### config.mk
export PLATFORM = sky130hd
export DESIGN_NAME = i2s_loopback_top
export DESIGN_NICKNAME = d
export VERILOG_FILES = /design/src/rtl/i2s_loopback_top.sv
export SDC_FILE = /design/constraint.sdc
export NUM_CORES = 1
export LEC_CHECK = 0
export BUFFER_PORTS_ARGS = -buffer_cell sky130_fd_sc_hd__buf_2
export CORE_UTILIZATION = 30
export CTS_CLUSTER_DIAMETER = 200
export DETAILED_ROUTE_END_ITERATION = 10
export PLACE_DENSITY_LB_ADDON = 0.12
export SKIP_LAST_GASP = 1
export SYNTH_ARGS = -nofsm -noshare
export SYNTH_HDL_FRONTEND = slang
export SYNTH_HIERARCHICAL = 1
export SYNTH_SLANG_ARGS = --single-unit
export TNS_END_PERCENT = 10
### constraint.sdc
create_clock -name refclk -period 2.3 [get_ports refclk]
set_input_delay 0.115 -clock refclk [delete_from_list [all_inputs] [get_ports refclk]]
set_output_delay 0.115 -clock refclk [all_outputs]
set_load 0.02 [all_outputs]
### src/rtl/i2s_loopback_top.sv
// I2S slave loopback self-test: port 0 transmits a counter pattern and checks it
// back through an external tx->rx loop, port 1 transmits an independent pattern.

module i2s_sync #(
   parameter int W      = 1,
   parameter int STAGES = 2
) (
   input  logic         refclk,
   input  logic         rst,
   input  logic [W-1:0] d,
   output logic [W-1:0] q
);
   logic [W-1:0] ff [STAGES];

   always_ff @(posedge refclk) begin
      if (!rst) begin
         for (int i = 0; i < STAGES; i++) ff[i] <= '0;
      end else begin
         ff[0] <= d;
         for (int i = 1; i < STAGES; i++) ff[i] <= ff[i-1];
      end
   end

   assign q = ff[STAGES-1];
endmodule

module i2s_tx #(
   parameter int WORD_BITS = 24
) (
   input  logic                 refclk,
   input  logic                 rst,
   input  logic                 shift,
   input  logic                 load,
   input  logic [WORD_BITS-1:0] word,
   output logic                 tx
);
   logic [WORD_BITS-1:0] sh;

   // Zeros shift in behind the word, so the line idles low once the word is out.
   always_ff @(posedge refclk) begin
      if (!rst) begin
         sh <= '0;
         tx <= 1'b0;
      end else if (load) begin
         tx <= word[WORD_BITS-1];
         sh <= {word[WORD_BITS-2:0], 1'b0};
      end else if (shift) begin
         tx <= sh[WORD_BITS-1];
         sh <= {sh[WORD_BITS-2:0], 1'b0};
      end
   end
endmodule

// Checker FSM
//   state     | meaning
//   ST_WARMUP | discarding the first WARMUP_WORDS received words
//   ST_CHECK  | comparing each received word, counting good words
//   ST_PASS   | PASS_WORDS consecutive good words seen; terminal
//   ST_FAIL   | a checked word mismatched; terminal
module i2s_loopback_top #(
   parameter int WORD_BITS    = 24,
   parameter int SYNC_STAGES  = 2,
   parameter int WARMUP_WORDS = 4,
   parameter int PASS_WORDS   = 16
) (
   input  logic refclk,
   input  logic rst,
   input  logic i2s0_clk,
   input  logic i2s0_sync,
   output logic i2s0_tx,
   input  logic i2s0_rx,
   input  logic i2s1_clk,
   input  logic i2s1_sync,
   output logic i2s1_tx,
   output logic sim_success,
   output logic sim_done,
   output logic sim_report
);
   localparam int CW      = $clog2(WORD_BITS + 1);
   localparam int CNT_MAX = (WARMUP_WORDS > PASS_WORDS) ? WARMUP_WORDS : PASS_WORDS;
   localparam int NW      = $clog2(CNT_MAX + 1);

   typedef enum logic [1:0] {ST_WARMUP, ST_CHECK, ST_PASS, ST_FAIL} state_t;
   state_t state, state_nxt;

   logic [2:0] in0_s;
   logic [1:0] in1_s;
   logic bclk0_s, ws0_s, rx0_s, bclk1_s, ws1_s;
   logic bclk0_d, ws0_prev, bclk1_d, ws1_prev;
   logic fall0, rise0, load0, fall1, load1;

   logic [WORD_BITS-1:0] p0, word0, exp0, rx_sh, rx_next, word1;
   logic [11:0]          p1, p1_nxt;
   logic [CW-1:0]        rx_cnt;
   logic                 word_done, word_ok;
   logic [NW-1:0]        cnt;
   logic                 cnt_dec, cnt_load, report_nxt;

   i2s_sync #(.W(3), .STAGES(SYNC_STAGES)) u_sync0 (
      .refclk (refclk),
      .rst    (rst),
      .d      ({i2s0_clk, i2s0_sync, i2s0_rx}),
      .q      (in0_s)
   );

   i2s_sync #(.W(2), .STAGES(SYNC_STAGES)) u_sync1 (
      .refclk (refclk),
      .rst    (rst),
      .d      ({i2s1_clk, i2s1_sync}),
      .q      (in1_s)
   );

   assign bclk0_s = in0_s[2];
   assign ws0_s   = in0_s[1];
   assign rx0_s   = in0_s[0];
   assign bclk1_s = in1_s[1];
   assign ws1_s   = in1_s[0];

   assign fall0 = bclk0_d & ~bclk0_s;
   assign rise0 = ~bclk0_d & bclk0_s;
   assign fall1 = bclk1_d & ~bclk1_s;
   assign load0 = fall0 & (ws0_s != ws0_prev);
   assign load1 = fall1 & (ws1_s != ws1_prev);

   // A frame starts on the right->left change; the left word carries the
   // incremented count so both words of one frame share the same count.
   assign word0  = ws0_s ? ~p0 : p0 + WORD_BITS'(1);
   assign p1_nxt = p1 + 12'd1;
   assign word1  = ws1_s ? {12'hA5A, p1} : {p1_nxt, 12'h5A5};

   always_ff @(posedge refclk) begin
      if (!rst) begin
         bclk0_d  <= 1'b0;
         bclk1_d  <= 1'b0;
         ws0_prev <= 1'b0;
         ws1_prev <= 1'b0;
         p0       <= '0;
         p1       <= '0;
         exp0     <= '0;
      end else begin
         bclk0_d <= bclk0_s;
         bclk1_d <= bclk1_s;
         if (fall0) ws0_prev <= ws0_s;
         if (fall1) ws1_prev <= ws1_s;
         if (load0) exp0 <= word0;
         if (load0 && !ws0_s) p0 <= p0 + WORD_BITS'(1);
         if (load1 && !ws1_s) p1 <= p1_nxt;
      end
   end

   i2s_tx #(.WORD_BITS(WORD_BITS)) u_tx0 (
      .refclk (refclk),
      .rst    (rst),
      .shift  (fall0),
      .load   (load0),
      .word   (word0),
      .tx     (i2s0_tx)
   );

   i2s_tx #(.WORD_BITS(WORD_BITS)) u_tx1 (
      .refclk (refclk),
      .rst    (rst),
      .shift  (fall1),
      .load   (load1),
      .word   (word1),
      .tx     (i2s1_tx)
   );

   // Bit down-counter reloads on every sync change; a slot that ends early never
   // reaches the terminal count, so its partial word is dropped.
   assign rx_next   = {rx_sh[WORD_BITS-2:0], rx0_s};
   assign word_done = rise0 && (rx_cnt == CW'(1));
   assign word_ok   = (rx_next == exp0);

   always_ff @(posedge refclk) begin
      if (!rst) begin
         rx_sh  <= '0;
         rx_cnt <= '0;
      end else if (load0) begin
         rx_cnt <= CW'(WORD_BITS);
      end else if (rise0 && rx_cnt != '0) begin
         rx_sh  <= rx_next;
         rx_cnt <= rx_cnt - CW'(1);
      end
   end

   always_comb begin
      state_nxt  = state;
      cnt_dec    = 1'b0;
      cnt_load   = 1'b0;
      report_nxt = 1'b0;
      case (state)
         ST_WARMUP: begin
            if (word_done) begin
               if (cnt == NW'(1)) begin
                  state_nxt = ST_CHECK;
                  cnt_load  = 1'b1;
               end else begin
                  cnt_dec = 1'b1;
               end
            end
         end
         ST_CHECK: begin
            if (word_done) begin
               report_nxt = 1'b1;
               if (!word_ok) begin
                  state_nxt = ST_FAIL;
               end else if (cnt == NW'(1)) begin
                  state_nxt = ST_PASS;
               end else begin
                  cnt_dec = 1'b1;
               end
            end
         end
         default: state_nxt = state;
      endcase
   end

   always_ff @(posedge refclk) begin
      if (!rst) begin
         state      <= ST_WARMUP;
         cnt        <= NW'(WARMUP_WORDS);
         sim_report <= 1'b0;
      end else begin
         state      <= state_nxt;
         sim_report <= report_nxt;
         if (cnt_load)     cnt <= NW'(PASS_WORDS);
         else if (cnt_dec) cnt <= cnt - NW'(1);
      end
   end

   assign sim_done    = (state == ST_PASS) || (state == ST_FAIL);
   assign sim_success = (state == ST_PASS);
endmodule

==> qor.csv <==
stage;metric;value;unit
logic_synthesis;async_flop_share;0;
logic_synthesis;syn_area;0.00817;mm2
setup_path;setup.worst_path.end_class;flip-flop;
die;dieArea;0.0279;mm2
die;fp.dieH;167;um
setup_path;worstSetupPathType;flip-flop to flip-flop;
timing;setup_viol;0;
layout;fillers;2797;
logic_synthesis;ys_seq_area_frac;0.387;
setup_path;cp.arrival;2.30;ns
routing;wl_met1;10.1;mm
cts;cts.htree.levels;4;
global_routing;grt_usage;0.139;
die;row_count;60;
cts;clk_pin_slew;0.07;ns
setup_path;cp_max_fo;6;
timing;final.period_utilization;0.861;
layout;final_util;0.345;
die;io_pins;12;
power;leakage;4.05;nW
timing;slew_headroom;0.607;
power;p_sw_frac;0.241;
power;p_switching;1.43;mW
cts;clock_path_buffers;2;
power;powerDensity;639;mW/mm2
placed_design;place_hpwl;12.6;mm
routing;vias_per_cell;4.73;
logic_synthesis;yosysTopAreaCellShare;0.387;
global_routing;grt_pass1_vias;5808;
logic_synthesis;yosysTopAreaCell;dfxtp_1;
power;ir_drop;494;uV
logic_synthesis;synth_area_per_cell;9.13;um2
routing;wire_per_inst;14.9;um
routing;drt_pre_antenna_iters;4;
worst_hold_path;hold_start;rst;
global_routing;antenna_found_initial;0;
routing;route.met3.wl;369;um
routing;drt-total-wl;18.6;mm
placed_design;numPortBuffers;11;
routing;met2_length;7.95;mm
cts;cts_sinks;158;
flow_run;cap_violations;0;
logic_synthesis;synth_edf_count;0;
layout;diodes;0;
logic_synthesis;synth_nets;909;
placed_design;globalplace.congestion;0.759;
routing;drt-initial-drc-count;294;
setup_path;start_kind;flip-flop;
timing;rsz0062_at_grt;false;
die;core_area;0.0268;mm2
logic_synthesis;synth_seq_cells;158;
cts;cts_made_buffers;17;
layout;nNetsFinal;905;
global_routing;gr-total-overflow;0;
setup_path;r2r_start;rx_sh[5];
logic_synthesis;syn_inst;895;
logic_synthesis;yosysMostFrequentCell;dfxtp_1;
cts;cts_tree;built;
power;intPower;4.48;mW
logic_synthesis;synth_cell_types;67;
logic_synthesis;synth_flop_cell;dfxtp_1;
setup_path;required;2.62;ns
global_routing;grt_pass1_wl;31.2;mm
timing;slew_violations;0;
die;die_width;167;um
timing;max_freq;0.505;GHz
timing;tns;0;ns
cts;root_buffer;clkbuf_16;
cts;clock_latency;0.43;ns
routing;routed.top_layer;met4;
logic_synthesis;synth_common_cells;dfxtp_1, nand2_1, nand2b_1;
timing;finalClockSkew;0.0157;ns
routing;dr_total_vias;5892;
timing;layout_min_cycle_time;1.98;ns
layout;drive_gt1_frac;0.165;
timing;hold_violations;0;
routing;drc_errors;0;
routing;antenna_left;0;
die;initial_core_util;0.305;
global_routing;grt_max_degree;76;
logic_synthesis;ys_warn_count;6;
power;pwr-share-seq;0.468;
worst_hold_path;min_path_type;primary input to flip-flop;
power;combPwrFrac;0.036;
outcome;status;completed;
power;pwr-share-clk;0.496;
setup_path;startpoint;rx_sh[5];
layout;syn_to_final_growth;13.2;%
logic_synthesis;synth.top_cells.by_area;dfxtp_1, mux2_4, xor2_1;
timing;worstMarginPinSlew;0.582;ns
layer usage:
layer | GRT usage | vias to the layer above
li1 | - | 3089
met1 | 0.203 | 2737
met2 | 0.208 | 53
met3 | 0.0228 | 13
met4 | 0.0435 | 0
met5 | 0 | -
power by group through the flow:
stage | registers, mW | clock network, mW | logic (mW)
CTS | 2.76 | 3.03 | 0.218
global route | 2.76 | 3.12 | 0.235
detailed placement | 2.83 | 0 | 0.210
floorplan | 2.82 | 0 | 0.154
finish | 2.76 | 2.93 | 0.213
global placement | 2.83 | 0 | 0.213
layout by cell type (no fill, tap or decap), types with 13 or more instances in the layout:
master     count
o211a_1       46
and3_1        21
or3_1         16
nand2b_1      61
a21oi_1       54
dfxtp_1      158
mux2_4        39
and2_1        21
nor2_1        50
a31oi_1       13
xnor2_1       33
o21ai_0       13
clkbuf_16     17
nand2_1      102
xor2_1        54
buf_4         30
nand3_1       24
layout make-up:
cell class                      instances  area [um2]  share of cell area
Sequential cell                       158        3160               0.342
Timing Repair Buffer                   50         410              0.0444
Inverter                               13        48.8             0.00528
Clock buffer                           17         425              0.0460
Clock inverter                         15         174              0.0188
Multi-Input combinational cell        651        4600               0.497
Tap cell                              341         427              0.0461
metrics by stage:
| step | cells | total power, mW | setup WS (ns) | cell area, um2 | hold WS (ns) |
|---|---|---|---|---|---|
| after global routing | 1245 | 6.12 | 0.104 | 9250 | 0.140 |
| after global placement | 1208 | 3.04 | 0.337 | 8600 | 0.326 |
| after CTS | 1245 | 6.01 | 0.296 | 9250 | 0.132 |
| final | 1245 | 5.90 | 0.319 | 9250 | 0.132 |
| after floorplan | 895 | 2.97 | 0.293 | 8170 | 0.237 |
| after detailed placement | 1208 | 3.04 | 0.300 | 8600 | 0.327 |
sequential cells by signal, indices dropped and copies added (netlist names), 2 cells and up:
name and flops:
exp0 24, rx_sh 23, state 2, u_sync1/ff 4, u_sync0/ff 6, u_tx1/sh 23
p1 12, p0 24, u_tx0/sh 23, cnt 5, rx_cnt 5
worst max-delay path: stages (launching register included):
cell     delay (ns)
dfxtp_1        0.33
xor2_1         0.17
nor4_2         0.35
nand4_2        0.25
o41a_1         0.47
mux2_4         0.30
kinds of logic after synthesis:
family / count (synthesis) / synth area share
buffers and inverters: 86 / 0.0513
XOR/XNOR: 87 / 0.0933
multiplexers: 52 / 0.0888
flip-flops: 158 / 0.387
AO/OA/AOI/OAI: 154 / 0.137
adder cells (fa/ha/maj): 7 / 0.0107
AND/OR/NAND/NOR: 351 / 0.231
path summary, 6_finish.rpt:
path / end / slack [ns] / cells past startpoint
setup / recovery: cnt[2] / 0.32 / 5
hold / removal: state[0] / 0.13 / 3
setup reg to reg: cnt[2] / 0.32 / 5
hold reg to reg: u_sync1/ff[0][2] / 0.43 / 1
timing repair:
item / in CTS / in global routing
gates resized for setup: 0 / 0
buffers inserted: 0 / 0
endpoints found under the setup margin: 0 / 0
endpoints found under the hold margin: 5 / 0
hold buffers: 5 / 0
(Power assumes the default switching activity.)
